`src/rtl/servo_pkg.sv`:
```
// Shared constants, FSM encoding and target clamp for the servo ramp scheduler.
package servo_pkg;

    localparam int unsigned DUTY_W = 10;
    localparam int unsigned ADDR_W = 12;
    localparam int unsigned DATA_W = 32;
    localparam int unsigned NUM_CH = 3;

    localparam logic [ADDR_W-1:0] TGT_ADDR0_DEF   = 12'd11;
    localparam logic [ADDR_W-1:0] STEP_ADDR_DEF   = 12'd20;
    localparam logic [ADDR_W-1:0] STATUS_ADDR_DEF = 12'd21;

    typedef enum logic [1:0] {
        IDLE = 2'd0,
        UPD0 = 2'd1,
        UPD1 = 2'd2,
        UPD2 = 2'd3
    } servo_state_e;

    function automatic logic [DUTY_W-1:0] clamp_duty(input logic [DUTY_W-1:0] val,
                                                     input logic [DUTY_W-1:0] lo,
                                                     input logic [DUTY_W-1:0] hi);
        if (val < lo) return lo;
        if (val > hi) return hi;
        return val;
    endfunction

endpackage

```
`src/rtl/servo_ramp_ctrl_if.sv`:
```
// Processor dmem bus as seen by the servo scheduler: write side plus status read-back.
interface servo_ramp_ctrl_if;
    import servo_pkg::*;

    logic [ADDR_W-1:0] mem_addr;
    logic              mem_wren;
    logic [DATA_W-1:0] mem_wdata;
    logic              rd_hit;
    logic [DATA_W-1:0] rd_data;

    modport master (
        output mem_addr, mem_wren, mem_wdata,
        input  rd_hit, rd_data
    );

    modport slave (
        input  mem_addr, mem_wren, mem_wdata,
        output rd_hit, rd_data
    );

endinterface

```
`src/rtl/servo_tick_gen.sv`:
```
// Free-running divider producing a one-cycle scheduler tick every TICK_DIV clocks.
module servo_tick_gen #(
    parameter int unsigned TICK_DIV = 500000
) (
    input  logic clock,
    input  logic reset,
    output logic tick
);

    localparam int unsigned CNT_W = (TICK_DIV > 1) ? $clog2(TICK_DIV) : 1;
    localparam logic [CNT_W-1:0] CNT_MAX = CNT_W'(TICK_DIV - 1);

    logic [CNT_W-1:0] cnt;

    always_ff @(posedge clock) begin
        if (reset) begin
            cnt <= '0;
        end else if (cnt == CNT_MAX) begin
            cnt <= '0;
        end else begin
            cnt <= cnt + CNT_W'(1);
        end
    end

    assign tick = (cnt == CNT_MAX);

endmodule

```
`src/rtl/servo_ramp_ctrl.sv`:
```
// Memory-mapped slew scheduler: ramps three servo duties toward their targets,
// one channel per clock after each tick, with busy status readable over dmem.
module servo_ramp_ctrl
    import servo_pkg::*;
#(
    parameter int unsigned       TICK_DIV     = 500000,
    parameter int unsigned       MIN_DUTY     = 0,
    parameter int unsigned       MAX_DUTY     = 1023,
    parameter int unsigned       CENTER_DUTY  = 512,
    parameter int unsigned       DEFAULT_STEP = 4,
    parameter logic [ADDR_W-1:0] TGT_ADDR0    = TGT_ADDR0_DEF,
    parameter logic [ADDR_W-1:0] STEP_ADDR    = STEP_ADDR_DEF,
    parameter logic [ADDR_W-1:0] STATUS_ADDR  = STATUS_ADDR_DEF
) (
    input  logic                       clock,
    input  logic                       reset,
    servo_ramp_ctrl_if.slave           bus,
    output logic [NUM_CH*DUTY_W-1:0]   duty_out,
    output logic [NUM_CH-1:0]          busy,
    output logic                       tick_out
);

    servo_state_e      state;
    servo_state_e      state_nxt;
    logic              tick;
    logic              upd_en;
    logic [1:0]        upd_ch;
    logic [DUTY_W-1:0] cur [NUM_CH];
    logic [DUTY_W-1:0] tgt [NUM_CH];
    logic [DUTY_W-1:0] step;

    logic [NUM_CH-1:0] tgt_wr;
    logic              step_wr;
    logic [DUTY_W-1:0] wr_duty;
    logic [DUTY_W-1:0] wr_clamped;
    logic              unused_wdata_hi;

    logic [DUTY_W-1:0] sel_cur;
    logic [DUTY_W-1:0] sel_tgt;
    logic [DUTY_W:0]   up_sum;
    logic [DUTY_W-1:0] down_gap;
    logic [DUTY_W-1:0] slew_nxt;

    servo_tick_gen #(
        .TICK_DIV (TICK_DIV)
    ) u_tick (
        .clock (clock),
        .reset (reset),
        .tick  (tick)
    );

    // Register write decode; only the low DUTY_W data bits are meaningful.
    always_comb begin
        wr_duty    = bus.mem_wdata[DUTY_W-1:0];
        wr_clamped = clamp_duty(wr_duty, DUTY_W'(MIN_DUTY), DUTY_W'(MAX_DUTY));
        step_wr    = bus.mem_wren && (bus.mem_addr == STEP_ADDR);
        for (int i = 0; i < NUM_CH; i++) begin
            tgt_wr[i] = bus.mem_wren && (bus.mem_addr == TGT_ADDR0 + ADDR_W'(i));
        end
    end

    assign unused_wdata_hi = ^bus.mem_wdata[DATA_W-1:DUTY_W];

    always_ff @(posedge clock) begin
        if (reset) begin
            state <= IDLE;
        end else begin
            state <= state_nxt;
        end
    end

    always_comb begin
        state_nxt = state;
        case (state)
            IDLE:    if (tick) state_nxt = UPD0;
            UPD0:    state_nxt = UPD1;
            UPD1:    state_nxt = UPD2;
            UPD2:    state_nxt = IDLE;
            default: state_nxt = IDLE;
        endcase
    end

    always_comb begin
        upd_en = 1'b0;
        upd_ch = 2'd0;
        case (state)
            UPD0:    begin upd_en = 1'b1; upd_ch = 2'd0; end
            UPD1:    begin upd_en = 1'b1; upd_ch = 2'd1; end
            UPD2:    begin upd_en = 1'b1; upd_ch = 2'd2; end
            default: begin upd_en = 1'b0; upd_ch = 2'd0; end
        endcase
    end

    // One slew step for the serviced channel; both directions saturate at the target.
    always_comb begin
        sel_cur  = cur[upd_ch];
        sel_tgt  = tgt[upd_ch];
        up_sum   = {1'b0, sel_cur} + {1'b0, step};
        down_gap = sel_cur - sel_tgt;
        slew_nxt = sel_cur;
        if (step == '0) begin
            slew_nxt = sel_tgt;
        end else if (sel_cur < sel_tgt) begin
            slew_nxt = (up_sum >= {1'b0, sel_tgt}) ? sel_tgt : up_sum[DUTY_W-1:0];
        end else if (sel_cur > sel_tgt) begin
            slew_nxt = (down_gap <= step) ? sel_tgt : sel_cur - step;
        end
    end

    // The update reads pre-write tgt/step, so a colliding write takes effect next tick.
    always_ff @(posedge clock) begin
        if (reset) begin
            for (int i = 0; i < NUM_CH; i++) begin
                cur[i] <= DUTY_W'(CENTER_DUTY);
                tgt[i] <= DUTY_W'(CENTER_DUTY);
            end
            step     <= DUTY_W'(DEFAULT_STEP);
            tick_out <= 1'b0;
        end else begin
            tick_out <= tick;
            if (step_wr) step <= wr_duty;
            for (int i = 0; i < NUM_CH; i++) begin
                if (tgt_wr[i]) tgt[i] <= wr_clamped;
                if (upd_en && (upd_ch == 2'(i))) cur[i] <= slew_nxt;
            end
        end
    end

    always_comb begin
        for (int i = 0; i < NUM_CH; i++) begin
            busy[i] = (cur[i] != tgt[i]);
        end
    end

    assign duty_out    = {cur[2], cur[1], cur[0]};
    assign bus.rd_hit  = (bus.mem_addr == STATUS_ADDR);
    assign bus.rd_data = {{(DATA_W-NUM_CH){1'b0}}, busy};

endmodule

```
`src/flat_wrapper.sv`:
```
// flat-port wrapper written by rule: the top's interface ports become plain ports
module servo_ramp_ctrl_flat import servo_pkg::*;
#(
    parameter int unsigned       TICK_DIV     = 500000,
    parameter int unsigned       MIN_DUTY     = 0,
    parameter int unsigned       MAX_DUTY     = 1023,
    parameter int unsigned       CENTER_DUTY  = 512,
    parameter int unsigned       DEFAULT_STEP = 4,
    parameter logic [ADDR_W-1:0] TGT_ADDR0    = TGT_ADDR0_DEF,
    parameter logic [ADDR_W-1:0] STEP_ADDR    = STEP_ADDR_DEF,
    parameter logic [ADDR_W-1:0] STATUS_ADDR  = STATUS_ADDR_DEF
)
  (clock, reset, duty_out, busy, tick_out, bus_mem_addr, bus_mem_wren, bus_mem_wdata, bus_rd_hit, bus_rd_data);
  servo_ramp_ctrl_if bus_i ();
  input  logic clock;
  input  logic reset;
  output logic [NUM_CH*DUTY_W-1:0] duty_out;
  output logic [NUM_CH-1:0] busy;
  output logic tick_out;
  input wire logic [$bits(bus_i.mem_addr)-1:0] bus_mem_addr;
  input wire logic [$bits(bus_i.mem_wren)-1:0] bus_mem_wren;
  input wire logic [$bits(bus_i.mem_wdata)-1:0] bus_mem_wdata;
  output wire logic [$bits(bus_i.rd_hit)-1:0] bus_rd_hit;
  output wire logic [$bits(bus_i.rd_data)-1:0] bus_rd_data;
  assign bus_i.mem_addr = bus_mem_addr;
  assign bus_i.mem_wren = bus_mem_wren;
  assign bus_i.mem_wdata = bus_mem_wdata;
  assign bus_rd_hit = bus_i.rd_hit;
  assign bus_rd_data = bus_i.rd_data;
  servo_ramp_ctrl #(.TICK_DIV(TICK_DIV), .MIN_DUTY(MIN_DUTY), .MAX_DUTY(MAX_DUTY), .CENTER_DUTY(CENTER_DUTY), .DEFAULT_STEP(DEFAULT_STEP), .TGT_ADDR0(TGT_ADDR0), .STEP_ADDR(STEP_ADDR), .STATUS_ADDR(STATUS_ADDR)) u_core (.clock(clock), .reset(reset), .bus(bus_i), .duty_out(duty_out), .busy(busy), .tick_out(tick_out));
endmodule
```
`config.mk`:
```
export PLATFORM = sky130hd
export DESIGN_NAME = servo_ramp_ctrl_flat
export DESIGN_NICKNAME = d
export VERILOG_FILES = /design/src/rtl/servo_pkg.sv /design/src/rtl/servo_ramp_ctrl_if.sv /design/src/rtl/servo_tick_gen.sv /design/src/rtl/servo_ramp_ctrl.sv /design/src/flat_wrapper.sv
export SDC_FILE = /design/constraint.sdc
export NUM_CORES = 1
export LEC_CHECK = 0
export BUFFER_PORTS_ARGS = -buffer_cell sky130_fd_sc_hd__buf_2
export CELL_PAD_IN_SITES_DETAIL_PLACEMENT = 1
export CELL_PAD_IN_SITES_GLOBAL_PLACEMENT = 1
export CORE_UTILIZATION = 23
export DETAILED_ROUTE_END_ITERATION = 7
export PLACE_DENSITY_LB_ADDON = 0.1
export SKIP_CTS_REPAIR_TIMING = 1
export SYNTH_ARGS = -nofsm -noshare
export SYNTH_HDL_FRONTEND = slang
export SYNTH_HIERARCHICAL = 1
export SYNTH_SLANG_ARGS = --single-unit
```
`constraint.sdc`:
```
create_clock -name clock -period 4.6 [get_ports clock]
set_input_delay 0.23 -clock clock [delete_from_list [all_inputs] [get_ports clock]]
set_output_delay 0.23 -clock clock [all_outputs]
set_load 0.05 [all_outputs]
```
# --- Word level (Yosys, flattened, before mapping) ---
# Memories as Yosys holds them, arrays and structs flattened.
# Index checks and enable logic that the tools add are counted.
classes:
  addsub: 4
  n_lt_le_gt_ge: 6
  n_eq_ne: 15
  mux: 42
  n_bitwise: 6
  reduce_logical: 12
ops:
  columns: ["cell", "n"]
  rows:
  - ["10-bit 2-to-1 mux", 15]
  - ["12-bit by 4-bit == test with 1-bit output, second input constant", 3]
  - ["10-bit inequality test", 3]
  - ["12-bit by 5-bit == test with 1-bit output, second input constant", 2]
  - ["1-bit 2-to-1 mux", 24]
  - ["10-bit subtractor", 2]
  - ["19-bit by 1-bit adder with 19-bit output, second input constant", 1]
  - ["19-bit == test, second input constant", 1]
  - ["10-bit by 10-bit adder with 11-bit output", 1]
  - ["11-bit by 10-bit greater-or-equal comparator with 1-bit output", 1]
  - ["10-bit greater-than comparator", 1]
  - ["10-bit greater-than comparator, second input constant", 1]
  - ["10-bit <= comparator", 1]
  - ["10-bit logical NOT", 1]
  - ["10-bit by 1-bit less-than comparator with 1-bit output, second input constant", 1]
  - ["10-bit less-than comparator", 1]
  - ["2-bit case mux with 4 select lines", 1]
  - ["1-bit logical AND", 7]
  - ["2-bit == test, second input constant", 3]
  - ["1-bit OR", 6]
  - ["2-bit by 1-bit == test with 1-bit output, second input constant", 2]
  - ["2-bit logical NOT", 2]
  - ["2-bit case mux with 2 select lines", 1]
  - ["3-bit OR reduction", 1]
  - ["3 further kinds", 3]
word_totals:
  register_bits: 32
  ramBits: 60
  in_bits: 47
  word_cells: 91
  n_memories: 2
memory_table:
  columns: ["memory", "words", "word_bits", "rd", "rd_clocked_by_memory_dff", "write_ports", "line", "source"]
  rows:
  - ["u_core.cur", 3, 10, 4, 0, 3, "servo_ramp_ctrl.sv:28", "logic [DUTY_W-1:0] cur [NUM_CH];"]
  - ["u_core.tgt", 3, 10, 4, 0, 3, "servo_ramp_ctrl.sv:29", "logic [DUTY_W-1:0] tgt [NUM_CH];"]

# --- Depth between registers and ports, before layout ---
# Gate-level depths: netlist of run 1.
# An unclocked memory read counts as a cell.
depth:
  ltp_word: 10
  ltp_mapped: 26
  depth_no_buf: 24

# --- Hierarchy ---
# Netlist of run 1, hierarchy kept.
modules_own_cells:
  columns: ["mod", "n_inst", "cells_each", "area_each_um2", "seq_area_each_um2"]
  rows:
  - ["servo_ramp_ctrl", 1, 587, 5738.0, 2062.0]
  - ["servo_tick_gen", 1, 102, 895.9, 380.4]

# --- Worst setup path before layout of run 1 ---
# No wires, ideal clock.
synth_path:
  kind: "register -> register"
  from: "register u_core.state[1]"
  to: "memory u_core.cur[0][4] (data pin)"
  setup_ns: 0.200
  arrival_ns: 4.815
  required_time_ns: 4.400
  setup_slack_ns: -0.416
  path_stages_with_launch: 25
  n_path_buf: 3
  cell_sequence: "dfxtp_1 -> ha_1 -> clkbuf_1 -> clkbuf_1 -> nor2_1 -> a21oi_1 -> inv_1 -> ha_1 -> nor2b_1 -> o21ai_0 -> a21boi_0 -> o21ai_0 -> a21oi_1 -> o21ai_0 -> o311ai_0 -> ha_1 -> nand4_1 -> nor3_1 -> a21oi_1 -> a31oi_4 -> buf_2 -> nand2_1 -> o211ai_1 -> o21ai_0 -> a211oi_1"
synth_lines:
  columns: ["item", "line", "source"]
  rows:
  - ["start: declaration", "servo_ramp_ctrl.sv:23", "servo_state_e state;"]
  - ["start signal: assignment", "servo_ramp_ctrl.sv:68", "state <= state_nxt;"]
  - ["end: declaration", "servo_ramp_ctrl.sv:28", null]

==> results.toml, run 1 <==
[timing]
drv_slew = 0
final.period_utilization = 1.01
setup_viol = 15
rsz0062_at_grt = "yes"
fin_crit_ns = 4.66
relSlewSlack = 0.345
final-hold-violation-count = 0
worst_pin_slew_ns = 0.979
fin_skew_ns = 0.00919
max_freq_mhz = 215
holdWs_ns = 0.148
setup_slack_ns = -0.0606

[setup_path]
crit_arrival_ns = 4.76
path_delay_family = "simple AND/OR/NAND/NOR gates"
worstSetupPathType = "flip-flop to flip-flop"
crit_path_end_kind = "flip-flop"
rrSetupSlack_ns = -0.06
path_buf_inv = 5
cp_data_required_time_ns = 4.70
critPathMaxFanout = 7
setup.worst_path.start_class = "flip-flop"
max_stage_delay_ns = 0.37
slowest_stage = "fa_2"

[yosys]
seq_area_frac_synth = 0.368
ys_top_cells_by_area = "edfxtp_1 (27%), ha_1 (11%), dfxtp_1 (9.7%)"
synth_top_cell_area_share = 0.272
synthesis.area_sq_um = 6630
syn_inst = 689
synth.distinct_cells = 71
yosysMostFrequentCell = "nor2_1"
async_reset_ff_frac = 0
yosys_most_used_dff = "edfxtp_1"
synth_warnings = 6
synth_edf_count = 60
avgSynthCellArea_sq_um = 9.63
synth.top_cells.by_count = "nor2_1 (68), edfxtp_1 (60), ha_1 (57), nand2_1 (39), inv_1 (38)"
synth.ff_latch_count = 92
synth_top_cell_by_area = "edfxtp_1"

[clock_network]
cts_tree = "done"
cts_buffer_depth = 2
clock_latency_ns = 0.34
cts.clk_slew.worst_paths_ns = 0.07
ctsRootBufferMaster = "clkbuf_16"
cts.htree.levels = 3
numCtsBuffers = 9
clock-sinks = 92

[cells_and_area]
diodes = 0
drive_gt1_frac = 0.333
final_util = 0.315
fillers = 3245
design_area_sq_um = 8850
multiInputGateArea_sq_um = 4130
area_delta_synth_final_pct = 33.4
seqCellArea_sq_um = 2450
fin_nets = 975

[worst_hold_path]
hold_class = "primary input to flip-flop"

[floorplan]
io_pins = 114
fp.coreArea_sq_um = 28100
num_rows = 61
die_h_um = 172
start_util = 0.236
dieWidth_um = 172
die_area_sq_um = 29500

[grt]
grt_max_degree = 22
antenna_found_initial = 0
grt_pass1_wl_mm = 34.9
groute.usage.overall = 0.160
grt-ovfl-total = 0
first_global_vias = 5872

[drt]
drtAntennaViolNets = 0
drc = 0
first_iter_violations = 172
wl_per_cell_um = 18.8
dr_wl_met2_mm = 12.4
top_layer = "met4"
route.met3.wl_um = 608
vias_per_cell = 4.53
num_vias = 5668
dr.pass1.iters = 4
wl_mm = 23.6
met1_length_mm = 10.1

[placed_design]
placed_cell_area_sq_um = 8030
hpwl_mm = 19.6
io_buffers = 62
finalWeightedCongestion = 0.839

[status]
violations = "negative setup slack"
outcome = "finished with violations"

[job]
drv_cap = 0

[power]
peakVddDrop_mv = 0.159
p_per_area_nw_per_um2 = 439
p_leak_nw = 3.55
layout make-up:
cell class                 instances  area share
tap                              378      0.0534
sequential                        92       0.277
multi-input combinational        536       0.466
clock buffer                       9      0.0254
clock inverter                     7      0.0110
inverter                          38      0.0164
timing repair buffer             191       0.151
layer usage:
metal,up-vias,track usage
met2,93,0.301
met1,2789,0.191
li1,2760,-
met4,0,0.0339
met5,-,0
met3,26,0.0235
logic make-up after synthesis:
logic type,after synthesis,synth area share
AND/OR/NAND/NOR,227,0.176
other,1,0.000565
multiplexers,36,0.0545
XOR/XNOR,64,0.0845
adder cells (fa/ha/maj),60,0.117
AO/OA/AOI/OAI,120,0.129
buffers and inverters,89,0.0713
flip-flops,92,0.368
cell usage in the layout (no fill, tap or decap), types with 13 or more instances in the layout:
master | netlist | routed
nand3_1 | 15 | 14
nor2_1 | 68 | 64
a21oi_1 | 33 | 23
o21ai_0 | 34 | 20
dfxtp_1 | 32 | 30
xor2_1 | 31 | 31
mux2i_1 | 35 | 33
conb_1 | 1 | 29
nor4_1 | 17 | 16
ha_1 | 57 | 51
nand2_1 | 39 | 38
buf_4 | 35 | 119
inv_1 | 38 | 35
nand4_1 | 13 | 13
buf_2 | 6 | 62
edfxtp_1 | 60 | 60
xnor2_1 | 33 | 31
worst paths after layout:
| path | start | endpoint | cells after the start |
|---|---|---|---|
| min | bus_mem_wdata[9] | u_core/step[9] | 3 |
| max | u_core/state[0] | u_core/cur[0][6] | 25 |
| max reg2reg | u_core/state[0] | u_core/cur[0][6] | 25 |
| min reg2reg | u_core/u_tick/cnt[0] | u_core/u_tick/cnt[0] | 1 |
through the flow:
| stage | worst slack (ns) | power [mW] | cells | setup TNS [ns] |
|---|---|---|---|---|
| detailed placement | -0.778 | 2.79 | 1217 | -20.27 |
| global placement | -0.592 | 2.77 | 1217 | -14.77 |
| floorplan | 0.0326 | 2.09 | 717 | 0 |
| global route | -0.283 | 4.10 | 1251 | -6.54 |
| CTS | -0.812 | 3.61 | 1233 | -21.24 |
| finish | -0.0606 | 3.89 | 1251 | -0.432 |
flip-flops by register name, summed over array words and instances (netlist names):
signal	cells
u_core/tick_out	1
u_core/cur	30
u_core/u_tick/cnt	19
u_core/state	2
u_core/tgt	30
u_core/step	10
worst reg2reg max path: stages (launching register included):
cell,delay (ns)
dfxtp_2,0.34
inv_4,0.08
ha_4,0.18
mux2i_2,0.21
nor2_1,0.07
a21oi_2,0.18
inv_2,0.09
ha_4,0.18
fa_2,0.37
and2b_2,0.26
nor3_4,0.06
buf_6,0.12
o21ai_4,0.14
nand2_2,0.08
xnor2_2,0.14
ha_1,0.30
nand4_1,0.14
nor3_2,0.19
a21oi_2,0.10
a31oi_4,0.28
buf_6,0.21
buf_4,0.13
nor2_2,0.04
a211oi_2,0.18
o21ai_1,0.10
and3_4,0.25
report_power, final:
| group | switching, mW | internal [mW] | leakage, nW |
|---|---|---|---|
| logic | 1.17 | 0.894 | 2.56 |
| clock network | 0.329 | 0.479 | 0.149 |
| registers | 0.0622 | 0.956 | 0.847 |
| total | 1.56 | 2.33 | 3.55 |
Power figures use the tool's default switching activity.
==> run 2, diff against run 1 <==
--- a/config.mk
+++ b/config.mk
@@ -12,6 +12,7 @@
 export DETAILED_ROUTE_END_ITERATION = 7
 export PLACE_DENSITY_LB_ADDON = 0.1
 export SKIP_CTS_REPAIR_TIMING = 1
+export SKIP_LAST_GASP = 1
 export SYNTH_ARGS = -nofsm -noshare
 export SYNTH_HDL_FRONTEND = slang
 export SYNTH_HIERARCHICAL = 1
==> run 2 against run 1 <==
Against the previous run: the flow still finishes with violations (negative setup slack); design area barely moved; combinational power about the same; critical path depth is the same; count of clock-buffer cells in the layout is the same; cell count unchanged; critical endpoint unchanged; sequential share of layout area about the same; clock power about the same; register-to-register slack about the same; sequential cell count stayed put.
==> results.toml, run 2 (synthesized netlist as in run 1, its figures left out) <==
[drt]
vias_per_cell = 4.53
wl_per_cell_um = 18.8
first_iter_violations = 179
num_vias = 5670
wl_mm = 23.6
dr.pass1.iters = 4
drtAntennaViolNets = 0
drc = 0

[floorplan]
start_util = 0.236
num_rows = 61
die_h_um = 172
dieWidth_um = 172
fp.coreArea_sq_um = 28100
die_area_sq_um = 29500
io_pins = 114

[power]
p_leak_nw = 3.55
peakVddDrop_mv = 0.158
p_per_area_nw_per_um2 = 438

[timing]
worst_pin_slew_ns = 0.979
final-hold-violation-count = 0
fin_skew_ns = 0.00900
setup_viol = 15
fin_crit_ns = 4.65
relSlewSlack = 0.345
max_freq_mhz = 215
final.period_utilization = 1.01
drv_slew = 0
setup_slack_ns = -0.0523
rsz0062_at_grt = "yes"
holdWs_ns = 0.148

[cells_and_area]
top_regs = "u_core/cur x30, u_core/tgt x30, u_core/u_tick/cnt x19"
drive_gt1_frac = 0.332
layout_commonest_cell = "buf_4"
design_area_sq_um = 8840
fin_cells = 1251
final_cell_mix = "buf_4 (120), nor2_1 (64), buf_2 (62), edfxtp_1 (60), ha_1 (51)"
diodes = 0
final_util = 0.315
fin_nets = 975
area_delta_synth_final_pct = 33.3

[placed_design]
hpwl_mm = 19.6
finalWeightedCongestion = 0.839
preCtsSetupSlack_ns = -0.778
placed_cells = 1217
placed_cell_area_sq_um = 8030
io_buffers = 62

[grt]
groute.usage.overall = 0.160
grt_pass1_wl_mm = 34.9
grt-ovfl-total = 0
first_global_vias = 5872
antenna_found_initial = 0
grt_max_degree = 22

[clock_network]
cts.htree.levels = 3
cts_buffer_depth = 2
numCtsBuffers = 9
ctsRootBufferMaster = "clkbuf_16"
clock-sinks = 92
clock_latency_ns = 0.34
cts_tree = "done"
cts.clk_slew.worst_paths_ns = 0.07

[setup_path]
crit_arrival_ns = 4.75
cp_data_required_time_ns = 4.70
max_stage_delay_ns = 0.37
slowest_stage = "fa_2"
worstSetupPathType = "flip-flop to flip-flop"
crit_path_end_kind = "flip-flop"
critPathMaxFanout = 7
path_buf_inv = 5
setup.worst_path.start_class = "flip-flop"
path_delay_family = "simple AND/OR/NAND/NOR gates"

[status]
outcome = "finished with violations"
violations = "negative setup slack"

[worst_hold_path]
hold_class = "primary input to flip-flop"

[job]
drv_cap = 0
==> run 2: cell counts in the layout (fill, tap and decap cells not counted) <==
Identical to the previous run, type by type.
==> run 2: power by group <==
| group | switching, mW | internal [mW] |
|---|---|---|
| Clock | 0.328 | 0.479 |
| Combinational | 1.16 | 0.888 |
| Sequential | 0.0622 | 0.956 |
| Total | 1.55 | 2.32 |
==> run 2: tightest hold or removal path: cells and delay by family <==
family,cells,cell delay [ns]
multiplexers,1,0.06
AND/OR/NAND/NOR,1,0.07
buffers and inverters,1,0.10
==> run 2: cell type report <==
cell class	instances	area, sq um
fill	3247	19200
multi-input combinational	536	4130
timing repair buffer	191	1330
clock inverter	7	97.6
tap	378	473
sequential	92	2450
clock buffer	9	225
inverter	38	145
==> run 2: per-layer routing <==
layer  up-vias  GRT usage  wire length, um
li1       2762          -                -
met1      2785      0.191            10000
met2        99      0.301            12400
met3        24     0.0235              732
met4         0     0.0339              417
met5         -          0                0
==> run 2: metrics by stage <==
stage | total power, mW | TNS [ns]
final | 3.88 | -0.360
after global routing | 4.09 | -6.59
after CTS | 3.61 | -21.24
after detailed placement | 2.79 | -20.27
after global placement | 2.77 | -14.77
after floorplan | 2.09 | 0
==> run 2: final timing paths <==
kind	startpoint	end	slack [ns]	cells past startpoint
max	u_core/state[0]	u_core/cur[0][6]	-0.05	25
max reg2reg	u_core/state[0]	u_core/cur[0][6]	-0.05	25
min	bus_mem_wdata[9]	u_core/step[9]	0.15	3
min reg2reg	u_core/u_tick/cnt[0]	u_core/u_tick/cnt[0]	0.49	1
